**config.mk**
```make
export PLATFORM = sky130hd
export DESIGN_NAME = axicb_rr_arbiter
export DESIGN_NICKNAME = d
export VERILOG_FILES = /design/src/rtl/axicb_pkg.sv /design/src/rtl/axicb_rr_picker.sv /design/src/rtl/axicb_rr_arbiter.sv
export SDC_FILE = /design/constraint.sdc
export NUM_CORES = 1
export LEC_CHECK = 0
export CORE_AREA = 8 8 53 55
export CTS_CLUSTER_DIAMETER = 120
export DETAILED_ROUTE_END_ITERATION = 7
export DIE_AREA = 0 0 61 63
export GPL_TIMING_DRIVEN = 0
export HOLD_SLACK_MARGIN = 0.05
export PLACE_DENSITY = 0.75
export SLEW_MARGIN = 15
export SYNTH_ARGS = -nofsm -noshare
export SYNTH_HDL_FRONTEND = slang
export SYNTH_SLANG_ARGS = --single-unit
```
**constraint.sdc**
```tcl
create_clock -name aclk -period 2.76 [get_ports aclk]
set_clock_uncertainty 0.2 [all_clocks]
set_input_delay 0.276 -clock aclk [delete_from_list [all_inputs] [get_ports aclk]]
set_output_delay 0.276 -clock aclk [all_outputs]
set_load 0.02 [all_outputs]
```
**src/rtl/axicb_pkg.sv**
```systemverilog
// -----------------------------------------------------------------------------
// axicb_pkg
//   Shared types and helpers for the crossbar arbitration logic.
//   - AXICB_MAX_REQ : widest requester vector any arbiter/picker supports
//   - state_t       : arbiter FSM state (IDLE / LOCK)
//   - onehot2bin    : one-hot to binary index (zero input -> 0)
// -----------------------------------------------------------------------------
package axicb_pkg;

    localparam int AXICB_MAX_REQ = 8;
    localparam int AXICB_ID_W    = $clog2(AXICB_MAX_REQ);

    typedef enum logic {
        IDLE = 1'b0,
        LOCK = 1'b1
    } state_t;

    // OR of the indices of all set bits; exact for a one-hot input.
    function automatic logic [AXICB_ID_W-1:0] onehot2bin(input logic [AXICB_MAX_REQ-1:0] oh);
        logic [AXICB_ID_W-1:0] b;
        b = '0;
        for (int i = 0; i < AXICB_MAX_REQ; i++) begin
            if (oh[i]) b = b | AXICB_ID_W'(i);
        end
        return b;
    endfunction

endpackage

```
**src/rtl/axicb_rr_picker.sv**
```systemverilog
// -----------------------------------------------------------------------------
// axicb_rr_picker
//   Combinational rotating priority encoder. Scans req starting at ptr and
//   wrapping modulo NB_REQ; the first set bit wins.
//   Ports:
//     req         in  [NB_REQ]  request vector
//     ptr         in  [REQ_W]   highest-priority index (< NB_REQ)
//     pick_onehot out [NB_REQ]  winner, one-hot (zero when no request)
//     pick_id     out [REQ_W]   winner, binary
//     pick_vld    out           any request present
// -----------------------------------------------------------------------------
module axicb_rr_picker
    import axicb_pkg::*;
#(
    parameter int NB_REQ = 4,
    parameter int REQ_W  = $clog2(NB_REQ)
)(
    input  logic [NB_REQ-1:0] req,
    input  logic [REQ_W-1:0]  ptr,
    output logic [NB_REQ-1:0] pick_onehot,
    output logic [REQ_W-1:0]  pick_id,
    output logic              pick_vld
);

    always_comb begin
        int   idx;
        logic found;
        pick_onehot = '0;
        found       = 1'b0;
        idx         = 0;
        for (int i = 0; i < NB_REQ; i++) begin
            // Explicit wrap instead of '%' so non-power-of-two NB_REQ works.
            idx = int'(ptr) + i;
            if (idx >= NB_REQ) idx = idx - NB_REQ;
            if (!found && req[REQ_W'(idx)]) begin
                pick_onehot[REQ_W'(idx)] = 1'b1;
                found                    = 1'b1;
            end
        end
    end

    assign pick_vld = |req;
    assign pick_id  = REQ_W'(onehot2bin(AXICB_MAX_REQ'(pick_onehot)));

endmodule

```
**src/rtl/axicb_rr_arbiter.sv**
```systemverilog
// -----------------------------------------------------------------------------
// axicb_rr_arbiter
//   Round-robin arbiter sharing one crossbar master port between NB_REQ
//   requesters. A grant stays locked until the owning transaction reports
//   done; the released requester then drops to lowest priority and the next
//   grant is issued on the same edge (no bubble).
//   Optional feature (macro AXICB_ARB_TIMEOUT_EN): a lock lasting TIMEOUT
//   cycles without done is force-released and timeout_err is set (sticky).
//   Ports:
//     aclk         in            clock
//     arst         in            asynchronous reset, active-high
//     srst         in            synchronous reset, active-high
//     req          in  [NB_REQ]  per-requester request
//     done         in            completion of the granted transaction
//     grant        out [NB_REQ]  registered one-hot grant
//     grant_id     out [REQ_W]   binary index of grant
//     grant_vld    out           |grant
//     timeout_err  out           sticky forced-release flag (feature only)
// -----------------------------------------------------------------------------
module axicb_rr_arbiter
    import axicb_pkg::*;
#(
    parameter int NB_REQ  = 4,
    parameter int REQ_W   = $clog2(NB_REQ)
`ifdef AXICB_ARB_TIMEOUT_EN
   ,parameter int TIMEOUT = 1024
`endif
)(
    input  logic              aclk,
    input  logic              arst,
    input  logic              srst,
    input  logic [NB_REQ-1:0] req,
    input  logic              done,
    output logic [NB_REQ-1:0] grant,
    output logic [REQ_W-1:0]  grant_id,
    output logic              grant_vld
`ifdef AXICB_ARB_TIMEOUT_EN
   ,output logic              timeout_err
`endif
);

    state_t             state_q, state_d;
    logic [NB_REQ-1:0]  grant_q, grant_d;
    logic [REQ_W-1:0]   id_q, id_d;
    logic [REQ_W-1:0]   ptr_q, ptr_d;

    logic [REQ_W-1:0]   ptr_inc;
    logic [REQ_W-1:0]   pick_ptr;
    logic [NB_REQ-1:0]  pick_onehot;
    logic [REQ_W-1:0]   pick_id;
    logic               pick_vld;
    logic               tmo_hit;
    logic               rel;

`ifdef AXICB_ARB_TIMEOUT_EN
    localparam int CNT_W = $clog2(TIMEOUT + 1);
    logic [CNT_W-1:0]   cnt_q, cnt_d;
    logic               terr_q, terr_d;

    assign tmo_hit = (state_q == LOCK) && (cnt_q == CNT_W'(TIMEOUT - 1));
`else
    assign tmo_hit = 1'b0;
`endif

    // A forced release behaves exactly like done.
    assign rel     = (state_q == LOCK) && (done || tmo_hit);
    assign ptr_inc = (id_q == REQ_W'(NB_REQ - 1)) ? '0 : id_q + REQ_W'(1);
    // On release the pick already sees the rotated pointer, which puts the
    // releasing requester last and lets a same-cycle new req compete.
    assign pick_ptr = rel ? ptr_inc : ptr_q;

    axicb_rr_picker #(
        .NB_REQ (NB_REQ),
        .REQ_W  (REQ_W)
    ) u_picker (
        .req         (req),
        .ptr         (pick_ptr),
        .pick_onehot (pick_onehot),
        .pick_id     (pick_id),
        .pick_vld    (pick_vld)
    );

    always_comb begin
        state_d = state_q;
        grant_d = grant_q;
        id_d    = id_q;
        ptr_d   = ptr_q;
        case (state_q)
            IDLE: begin
                if (pick_vld) begin
                    grant_d = pick_onehot;
                    id_d    = pick_id;
                    state_d = LOCK;
                end
            end
            LOCK: begin
                if (rel) begin
                    ptr_d = ptr_inc;
                    if (pick_vld) begin
                        grant_d = pick_onehot;
                        id_d    = pick_id;
                    end else begin
                        grant_d = '0;
                        id_d    = '0;
                        state_d = IDLE;
                    end
                end
            end
        endcase
    end

`ifdef AXICB_ARB_TIMEOUT_EN
    always_comb begin
        cnt_d  = cnt_q;
        terr_d = terr_q | (tmo_hit & ~done);
        // Held at zero while idle, so entering LOCK starts from zero.
        if (state_q == IDLE || rel) cnt_d = '0;
        else                        cnt_d = cnt_q + CNT_W'(1);
    end

    always_ff @(posedge aclk or posedge arst) begin
        if (arst) begin
            cnt_q  <= '0;
            terr_q <= 1'b0;
        end else if (srst) begin
            cnt_q  <= '0;
            terr_q <= 1'b0;
        end else begin
            cnt_q  <= cnt_d;
            terr_q <= terr_d;
        end
    end

    assign timeout_err = terr_q;
`endif

    always_ff @(posedge aclk or posedge arst) begin
        if (arst) begin
            state_q <= IDLE;
            grant_q <= '0;
            id_q    <= '0;
            ptr_q   <= '0;
        end else if (srst) begin
            state_q <= IDLE;
            grant_q <= '0;
            id_q    <= '0;
            ptr_q   <= '0;
        end else begin
            state_q <= state_d;
            grant_q <= grant_d;
            id_q    <= id_d;
            ptr_q   <= ptr_d;
        end
    end

    assign grant     = grant_q;
    assign grant_id  = id_q;
    assign grant_vld = |grant_q;

endmodule

```
==> impl_metrics.toml, run 1 <==
[floorplan]
io_pins = 15
die_footprint_mm2 = 0.003843
row_count = 17
floorplan.die.width_um = 61
die-height_um = 63
core_region_area_mm2 = 0.002063
start_util = 0.4354

[drt]
wire_per_inst_um = 15.12
dr.first_iter.drc_count = 41
detailroute.via_count = 916
final_antenna_net_count = 0
first_pass_iters = 4
wirelength_um = 2358
detail_route.vias_per_cell = 5.872
drc = 0

[clock_network]
cts_buffers = 3
numClockSinks = 9
tritoncts_clock_tree = "done"
cts_buffer_depth = 2
cts_max_level = 1
clock_latency_ns = 0.26
clk_transition_reported_paths_ns = 0.06
cts-hold-fix-buffers = 0
clockRootBuffer = "clkbuf_4"

[timing]
maxSlewHeadroom = 0.6010
final_period_minus_worst_setup_slack_ns = 2.699
setup_viol = 0
grt_setup_unrepaired = "yes"
post-route-period-util = 0.9780
report.final.hold_viol_count = 0
maxClockFrequency_ghz = 0.3705
timing_max_transition_violations_final = 0
finalHoldWorstSlack_ns = 0.07141
worstMarginPinSlew_ns = 0.5986

[yosys]
synth.cell_area_um2 = 898.4
main_combinational_cell_family_by_area_after_synthesis = "simple AND/OR/NAND/NOR gates"
synthSimpleGateAreaFrac = 0.2591
synth-compound-area-share = 0.2214
syn-instance-count = 104
synth_seq_area_share = 0.2507
synth_fa_ha_area_frac = 0.1253
ys_ff_latch = 9
synthDistinctLibCells = 39
synth_top_flop_cell = "dfrtp_1"
synthesis.area_per_instance_um2 = 8.638
synth_warnings = 0
number_of_flops_mapped_to_enable_cells_by_yosys = 0
muxShareOfSynthArea = 0.1114
postSynth.asyncResetShare = 1.000
synthesis.nets = 121
yosys.area_share.xor_xnor = 0

[pwr]
power_density_mw_per_mm2 = 448.8
vdd_ir_drop_max_v = 0.0002051
power_leakage_nw = 0.5229

[finish]
post_layout_nonfiller_instances = 156
areaGrowthSynthToFinish_pct = 35.93
commonest_non_fill_non_tap_cell_in_the_layout = "clkdlybuf4s50_1"
fillerInstances = 196
final_cell_mix = "12 x clkdlybuf4s50_1, 9 x a21oi_1, 7 x ha_1, 7 x buf_4, 6 x dfrtp_1"
nets = 146
antennaDiodeCount = 0
final_layout_size_suffix_gt1_frac = 0.2422

[critical_path]
critical_path_peak_fanout = 8
crit_path_end_kind = "flip-flop"
bufs_and_invs_on_worst_path = 2
cell_family_with_the_largest_share_of_critical_path_delay = "multiplexers"
critical_path_arrival_ns = 2.69
startpoint_type = "flip-flop"
cpMaxStageDelayCell = "mux4_2"
worst-setup-path-type = "reg2reg"
crit_path_max_incr_delay_ns = 0.53
cp_cell_sequence = "nand2_2 -> mux2_4 -> buf_4 -> inv_8 -> mux4_2 -> or4b_1 -> a21oi_1 -> a21o_1"
endpoint_required_time_on_the_critical_path_ns = 2.76

[min_path]
hold_path_class = "in2async"

[run]
maxCapViolations = 0

[grt]
grt_first_pass_wirelength_um = 3650
antenna_found_initial = 0
largest_net_degree_at_the_start_of_global_routing = 12
grt_remaining_overflow = 0
number_of_global_route_vias_before_repair = 854
grt_util_all_layers = 0.1183

[place]
place.gp.congestion = 0.8975
port_buffers = 13
placed_cells = 145
hpwl_um = 1660

[status]
outcome = "completed"
report_power, final:
| part | internal, mW | switching (mW) | leakage (nW) | total (mW) |
|---|---|---|---|---|
| registers | 0.145 | 0.0115 | 0.117 | 0.157 |
| clock network | 0.0557 | 0.0459 | 0.0150 | 0.102 |
| logic | 0.139 | 0.151 | 0.391 | 0.290 |
| total | 0.340 | 0.208 | 0.523 | 0.548 |
per-stage QoR:
step	cell area (µm²)	util	power [mW]	TNS (ns)	setup slack, ns
2_1_floorplan	915.9	-	0.3202	0	0.08068
3_3_place_gp	1081	0.5240	0.3897	-1.422	-0.4274
3_5_place_dp	1081	0.5240	0.3954	-1.548	-0.4850
4_1_cts	1174	0.5688	0.5250	0	0.01121
5_1_grt	1221	0.5919	0.5793	-0.02337	-0.02298
6_report	1221	0.5919	0.5481	0	0.06085
kinds of logic after synthesis:
logic type | after synthesis
adder cells (fa/ha/maj) | 9
buffers and inverters | 7
AND/OR/NAND/NOR | 41
multiplexers | 8
AO/OA/AOI/OAI | 30
flip-flops | 9
worst paths after layout:
check	startpoint	endpoint	slack [ns]	cells after the start
max reg2reg	state_q$_DFF_PP0_	grant[0]$_DFFE_PP0P_	0.06	8
min reg2reg	grant[1]$_DFFE_PP0P_	grant[1]$_DFFE_PP0P_	0.30	2
min in group aclk	grant[1]$_DFFE_PP0P_	grant[1]$_DFFE_PP0P_	0.30	2
max	state_q$_DFF_PP0_	grant[0]$_DFFE_PP0P_	0.06	8
max in group asynchronous	arst	grant_id[1]$_DFFE_PP0P_	2.01	2
min	arst	ptr_q[1]$_DFFE_PP0P_	0.07	2
flip-flops by register name, summed over array words and instances (netlist names):
register and cells:
grant 4, grant_id 2, ptr_q 2, state_q 1
cells in the mapped netlist (2+ instances only):
cell type / count / area (µm²)
a211oi_1: 2 / 15.01
a21boi_0: 2 / 15.01
a21oi_1: 10 / 50.05
a31oi_1: 2 / 12.51
a32o_1: 3 / 30.03
and2_1: 4 / 25.02
and3_1: 5 / 31.28
clkbuf_1: 3 / 11.26
dfrtp_1: 9 / 225.2
ha_1: 9 / 112.6
inv_1: 2 / 7.510
mux2_2: 2 / 22.52
mux2i_1: 4 / 40.04
nand2_1: 5 / 18.77
nand3_1: 6 / 30.03
nor2_1: 4 / 15.01
nor2b_1: 2 / 12.51
nor3_1: 4 / 20.02
nor4_1: 2 / 12.51
o21ai_0: 5 / 25.02
per-layer routing:
layer  part of all wire  GRT usage  wire length [µm]  up-vias
met3              0.071    0.02881               168        6
li1                   -          -                 -      443
met4              0.014    0.04373                34        0
met2               0.50     0.2024              1180       32
met1               0.41     0.1335               974      435
met5                  0          0                 0        -
layout make-up:
cell class / instances / area [µm²] / area share
Tap cell: 28 / 35.03 / 0.02869
Timing Repair Buffer: 20 / 181.4 / 0.1486
Buffer: 3 / 11.26 / 0.009221
Sequential cell: 9 / 229.0 / 0.1875
Clock buffer: 4 / 26.28 / 0.02152
Multi-Input combinational cell: 88 / 715.7 / 0.5861
Inverter: 4 / 22.52 / 0.01844
what timing repair did:
action,in CTS,in global routing
hold endpoints to repair,0,0
endpoints found under the setup margin,3,5
gates resized for setup,7,8
setup buffers,5,2
pin swaps,4,4
(Power assumes the default switching activity.)
==> run 2, diff against run 1 <==
--- a/config.mk
+++ b/config.mk
@@ -12,7 +12,7 @@
 export GPL_TIMING_DRIVEN = 0
 export HOLD_SLACK_MARGIN = 0.05
 export PLACE_DENSITY = 0.75
-export SLEW_MARGIN = 15
+export SLEW_MARGIN = 10
 export SYNTH_ARGS = -nofsm -noshare
 export SYNTH_HDL_FRONTEND = slang
 export SYNTH_SLANG_ARGS = --single-unit
==> results of run 2 <==
Final layout, timing and power as in run 1 (identical DEF).
